## src/rtl/if_fetch_pc_if.sv

```systemverilog
// Instruction-ROM fetch bus: single request/ready handshake with no outstanding requests.
interface if_fetch_pc_if;
    logic        rom_en;
    logic [31:0] rom_addr;
    logic        rom_ready;
    logic [31:0] rom_rdata;

    modport master (output rom_en, output rom_addr, input rom_ready, input rom_rdata);
    modport slave  (input rom_en, input rom_addr, output rom_ready, output rom_rdata);
endinterface

```

## src/rtl/if_fetch_pc.sv

```systemverilog
// IF-stage PC sequencer: fetches from instruction ROM, holds one instruction for ID,
// and applies branch (with delay slot), stall and exception-flush redirects.
module if_fetch_pc #(
    parameter logic [31:0] RESET_PC = 32'hBFC0_0000
) (
    input  logic                 clk,
    input  logic                 rst_n,
    input  logic                 stall,
    input  logic                 flush,
    input  logic [31:0]          exc_pc,
    input  logic                 branch_valid,
    input  logic                 branch_flag,
    input  logic [31:0]          branch_addr,
    if_fetch_pc_if.master        rom,
    output logic                 if_valid,
    output logic [31:0]          if_pc,
    output logic [31:0]          if_inst
);

    typedef enum logic {
        IDLE  = 1'b0,
        FETCH = 1'b1
    } state_t;

    state_t      state, state_nxt;
    logic [31:0] pc, pc_nxt;
    logic        pend_v, pend_v_nxt;
    logic [31:0] pend_addr, pend_addr_nxt;
    logic        if_valid_nxt;
    logic [31:0] if_pc_nxt, if_inst_nxt;

    logic accept;
    logic xfer;
    logic taken;

    assign accept       = !if_valid || !stall;
    assign rom.rom_en   = (state == FETCH) && accept && !flush;
    assign rom.rom_addr = pc;
    assign xfer         = rom.rom_en && rom.rom_ready;
    assign taken        = branch_valid && branch_flag;

    always_ff @(posedge clk) begin
        // NOTE: sequential state uses non-blocking assignments so every register
        // samples the pre-edge values regardless of statement order.
        if (!rst_n) begin
            state     <= IDLE;
            pc        <= RESET_PC;
            pend_v    <= 1'b0;
            pend_addr <= 32'h0;
            if_valid  <= 1'b0;
            if_pc     <= 32'h0;
            if_inst   <= 32'h0;
        end else begin
            state     <= state_nxt;
            pc        <= pc_nxt;
            pend_v    <= pend_v_nxt;
            pend_addr <= pend_addr_nxt;
            if_valid  <= if_valid_nxt;
            if_pc     <= if_pc_nxt;
            if_inst   <= if_inst_nxt;
        end
    end

    always_comb begin
        // NOTE: every signal gets a default first so no path leaves it unassigned,
        // which would otherwise infer a latch.
        state_nxt     = FETCH;
        pc_nxt        = pc;
        pend_v_nxt    = pend_v;
        pend_addr_nxt = pend_addr;
        if_valid_nxt  = if_valid;
        if_pc_nxt     = if_pc;
        if_inst_nxt   = if_inst;

        if (flush) begin
            if_valid_nxt = 1'b0;
            pend_v_nxt   = 1'b0;
            pc_nxt       = exc_pc;
        end else begin
            if (xfer) begin
                if_valid_nxt = 1'b1;
                if_pc_nxt    = pc;
                if_inst_nxt  = rom.rom_rdata;
                if (pend_v) begin
                    pc_nxt     = pend_addr;
                    pend_v_nxt = 1'b0;
                end else begin
                    pc_nxt = pc + 32'd4;
                end
            end else if (!stall && if_valid) begin
                if_valid_nxt = 1'b0;
            end

            // Held instr is the delay slot: anything fetched behind it is wrong-path.
            if (taken) begin
                if (if_valid) begin
                    if_valid_nxt = 1'b0;
                    pc_nxt       = branch_addr;
                end else if (xfer) begin
                    pc_nxt = branch_addr;
                end else begin
                    pend_v_nxt    = 1'b1;
                    pend_addr_nxt = branch_addr;
                end
            end
        end
    end

endmodule

```

## src/flat_wrapper.sv

```systemverilog
// flat-port wrapper written by rule: the top's interface ports become plain ports
module if_fetch_pc_flat 
#(
    parameter logic [31:0] RESET_PC = 32'hBFC0_0000
)
  (clk, rst_n, stall, flush, exc_pc, branch_valid, branch_flag, branch_addr, if_valid, if_pc, if_inst, rom_rom_en, rom_rom_addr, rom_rom_ready, rom_rom_rdata);
  if_fetch_pc_if rom_i ();
  input  logic clk;
  input  logic rst_n;
  input  logic stall;
  input  logic flush;
  input  logic [31:0] exc_pc;
  input  logic branch_valid;
  input  logic branch_flag;
  input  logic [31:0] branch_addr;
  output logic if_valid;
  output logic [31:0] if_pc;
  output logic [31:0] if_inst;
  output wire logic [$bits(rom_i.rom_en)-1:0] rom_rom_en;
  output wire logic [$bits(rom_i.rom_addr)-1:0] rom_rom_addr;
  input wire logic [$bits(rom_i.rom_ready)-1:0] rom_rom_ready;
  input wire logic [$bits(rom_i.rom_rdata)-1:0] rom_rom_rdata;
  assign rom_rom_en = rom_i.rom_en;
  assign rom_rom_addr = rom_i.rom_addr;
  assign rom_i.rom_ready = rom_rom_ready;
  assign rom_i.rom_rdata = rom_rom_rdata;
  if_fetch_pc #(.RESET_PC(RESET_PC)) u_core (.clk(clk), .rst_n(rst_n), .stall(stall), .flush(flush), .exc_pc(exc_pc), .branch_valid(branch_valid), .branch_flag(branch_flag), .branch_addr(branch_addr), .rom(rom_i), .if_valid(if_valid), .if_pc(if_pc), .if_inst(if_inst));
endmodule
```

## config.mk

```make
export PLATFORM = sky130hd
export DESIGN_NAME = if_fetch_pc_flat
export DESIGN_NICKNAME = d
export VERILOG_FILES = /design/src/rtl/if_fetch_pc_if.sv /design/src/rtl/if_fetch_pc.sv /design/src/flat_wrapper.sv
export SDC_FILE = /design/constraint.sdc
export NUM_CORES = 1
export LEC_CHECK = 0
export ABC_AREA = 0
export ABC_CLOCK_PERIOD_IN_PS = 2700
export CAP_MARGIN = 10
export CORE_AREA = 4 4 124 126
export DETAILED_ROUTE_END_ITERATION = 12
export DIE_AREA = 0 0 128 130
export PLACE_DENSITY = 0.79
export REMOVE_ABC_BUFFERS = 1
export SYNTH_ARGS = -nofsm -noshare
export SYNTH_HDL_FRONTEND = slang
export SYNTH_SLANG_ARGS = --single-unit
```

## constraint.sdc

```tcl
create_clock -name clk -period 2.7 [get_ports clk]
set_clock_uncertainty 0.05 [all_clocks]
set_input_delay 0.54 -clock clk [delete_from_list [all_inputs] [get_ports clk]]
set_output_delay 0.54 -clock clk [all_outputs]
set_load 0.01 [all_outputs]
```

==> impl_metrics.csv <==
group,metric,value,unit
finish,total_number_of_nets_in_the_final_design,1095,
outcome,run_status,"completed",
power_and_ir_drop,cellLeakagePower,0.00328,uW
job,maxCapViolations,0,
power_and_ir_drop,share_clk_of_total_power,44.5,%
floorplanning,die-height,130,um
sta,timing_max_transition_violations_final,0,
setup_path,type_of_destination_of_the_critical_path,"output pin",
floorplanning,core,0.0143,sq mm
finish,antenna_cells_inserted,0,
sta,timing_hold_violations_final,0,
power_and_ir_drop,cell_internal_pwr,3830,uW
power_and_ir_drop,post-layout-total-power,5080,uW
detailed_routing,initialDrtViolationCount,472,
yosys,synth_cell_types,67,
yosys,syn_area_per_cell,8.01,sq um
power_and_ir_drop,power.ir.vdd_worst,0.000354,V
finish,finalNonFillerCells,1188,
power_and_ir_drop,sequential_share_of_power,41.4,%
sta,fin_crit_sh,91.0,%
setup_path,setup.worst_path.start_class,"input pin",
sta,final-setup-viol-count,0,
cts,cts_tree,"built",
cts,cts.sinks,131,
floorplanning,row_count,44,
power_and_ir_drop,power_density_over_the_cells,551,mW/mm^2
placement,globalplace.congestion,0.874,
floorplanning,floorplan.die.width,128,um
cts,clock_pin_slew_of_the_registers_on_the_worst_case_setup_and_hold_paths,50,ps
placement,post-place-cells,1156,
worst_hold_path,worstHoldPathType,"register to register",
cts,clock_tree.htree_level_count,4,
setup_path,critical_path_required,2110,ps
finish,fillCellCount,1241,
grt,grt_overflow,0,
grt,grt_max_degree,56,
sta,clock.fmax,0.407,GHz
yosys,synth-edff-count,0,
detailed_routing,detail_route.wl_per_cell,17.2,um
sta,setup_slack,242,ps
detailed_routing,drt.antenna.violating_nets,0,
sta,grt_setup_unrepaired,"no",
sta,period_minus_slack,2460,ps
cts,resized_after_cts,0,
cts,cts_inserted_buffers,17,
placement,dpl_cell_area,0.00865,sq mm
cts,root_buffer,"clkbuf_16",
finish,area_delta_synth_final,45.5,%
placement,place.port_buffers,200,
detailed_routing,postRouteWirelength,20500,um
sta,headroom_to_the_max_slew_limit,60.1,%
floorplanning,io_count,201,
sta,worst-slew-pin-transition,599,ps
yosys,yosys_warnings,0,
yosys,ys_async_sr_fraction,0,%
placement,post-dp-hpwl,14100,um
yosys,post-synth-top-count-cell,"nand2_1",
grt,grt_pass1_vias,6363,
detailed_routing,firstDrtPassIters,5,
detailed_routing,route.detailed.drc,0,
detailed_routing,detail_route.vias_per_cell,5.49,
setup_path,cp_max_fo,2,
cts,clk-insertion-delay-late,410,ps
finish,layout-drive-gt1-share,9.86,%
yosys,number_of_flip_flops_and_latches_in_the_synthesized_netlist,131,
cts,cts_setup_buffers,0,
floorplanning,die_area,0.0166,sq mm
cts,postCtsHoldBufs,0,
detailed_routing,num_vias,6525,
yosys,synthDominantAreaCellType,"dfxtp_1",
placement,dp_worst_setup_slack,169,ps
power_and_ir_drop,power.share.switching,24.6,%
yosys,netlist_top_cells_area,"dfxtp_1 (41%), nand2_1 (13%), a21boi_0 (11%)",
setup_path,crit_arrival,1870,ps
yosys,ys_seq_area_share,41.3,%
floorplanning,initial_core_util,44.3,%
cts,cts_max_path_buffers,2,
grt,grt_antenna_before_repair,0,
grt,grt_first_pass_wirelength,32400,um
yosys,synth_common_cells,"nand2_1 (225), dfxtp_1 (131), a21boi_0 (92), o21ai_0 (38), clkbuf_1 (35)",
yosys,mappedNetlistArea,0.00635,sq mm
yosys,portion_of_synthesized_cell_area_occupied_by_the_leading_cell_type,41.3,%
power_and_ir_drop,power.switching,1250,uW
yosys,synth_top_flop_cell,"dfxtp_1",
setup_path,path_class,"input pin to output pin",
power_and_ir_drop,comb_power_share,14.1,%
grt,grtUsageTotal,24.5,%
yosys,syn_inst_count,792,
finish,final_area,0.00923,sq mm
path summary, 6_finish.rpt:
path / start / to / slack (ps) / cells past startpoint
worst max-delay path: stall / rom_rom_en / 240 / 4
worst min-delay path: u_core.if_pc[29] / u_core.if_pc[29] / 410 / 2
worst max register to register: u_core.rom.rom_addr[4] / register / 540 / 6
worst min register to register: u_core.if_pc[29] / u_core.if_pc[29] / 410 / 2
worst max-delay path, cell delays in order:
cell and delay, ps:
clkdlybuf4s50_1 460, nand2_1 130, and3_1 190, clkdlybuf4s50_1 550
power groups by stage:
stage	sequential (uW)	combinational (uW)	clock [uW]
floorplan	2160	236	0
global placement	2140	704	0
detailed placement	2150	711	0
CTS	2100	717	2300
global route	2120	778	2400
finish	2100	716	2260
cells in the final DEF, fill, tap and decap left out, types with 7 or more instances in the layout:
cell / netlist / layout
a221oi_1: 12 / 12
o21ai_0: 38 / 38
dfxtp_1: 131 / 131
a211oi_1: 7 / 7
buf_4: 2 / 37
nor2_1: 23 / 22
a21oi_1: 34 / 33
a21boi_0: 92 / 92
xnor2_1: 7 / 7
o22ai_1: 8 / 8
clkdlybuf4s50_1: 0 / 199
clkbuf_16: 0 / 17
nor3_1: 16 / 16
a221o_1: 7 / 7
xor2_1: 8 / 8
nand2_1: 225 / 224
nand3_1: 21 / 21
layout make-up:
cell class	count	area, sq um	share of cell area [%]
clock inverters	10	106	1.15
well taps	184	230	2.49
multi-input cells	596	3450	37.3
clock buffers	22	474	5.14
flip-flops and latches	131	2620	28.4
inverters	6	22.5	0.244
repair buffers	239	2330	25.2
layer usage:
metal / vias to the layer above / share of wire (%) / wire, um / track usage, %
met5: - / 0 / 0 / 0
li1: 3171 / - / - / -
met1: 3035 / 43 / 8820 / 30.2
met4: 0 / 2.3 / 465 / 10.5
met3: 46 / 8.0 / 1640 / 6.92
met2: 273 / 47 / 9560 / 40.1
stage by stage:
stage / TNS, ps / hold slack [ps] / utilization (%)
after floorplan: -32520 / 385 / -
after global routing: 0 / 429 / 64.5
after global placement: 0 / 394 / 60.4
after CTS: 0 / 409 / 64.5
final: 0 / 409 / 64.5
after detailed placement: 0 / 401 / 60.4
cell families (layout without fill, tap and decap cells):
group / Yosys count / after routing / synth area share, %
simple gates: 338 / 338 / 24.9
fa+ha+maj: 1 / 1 / 0.197
flops: 131 / 131 / 41.3
mux: 4 / 4 / 0.631
xor+xnor: 15 / 15 / 2.07
buf+inv: 65 / 277 / 4.71
compound gates: 238 / 238 / 26.1
Note: power is estimated with default switching activity, not from simulation.
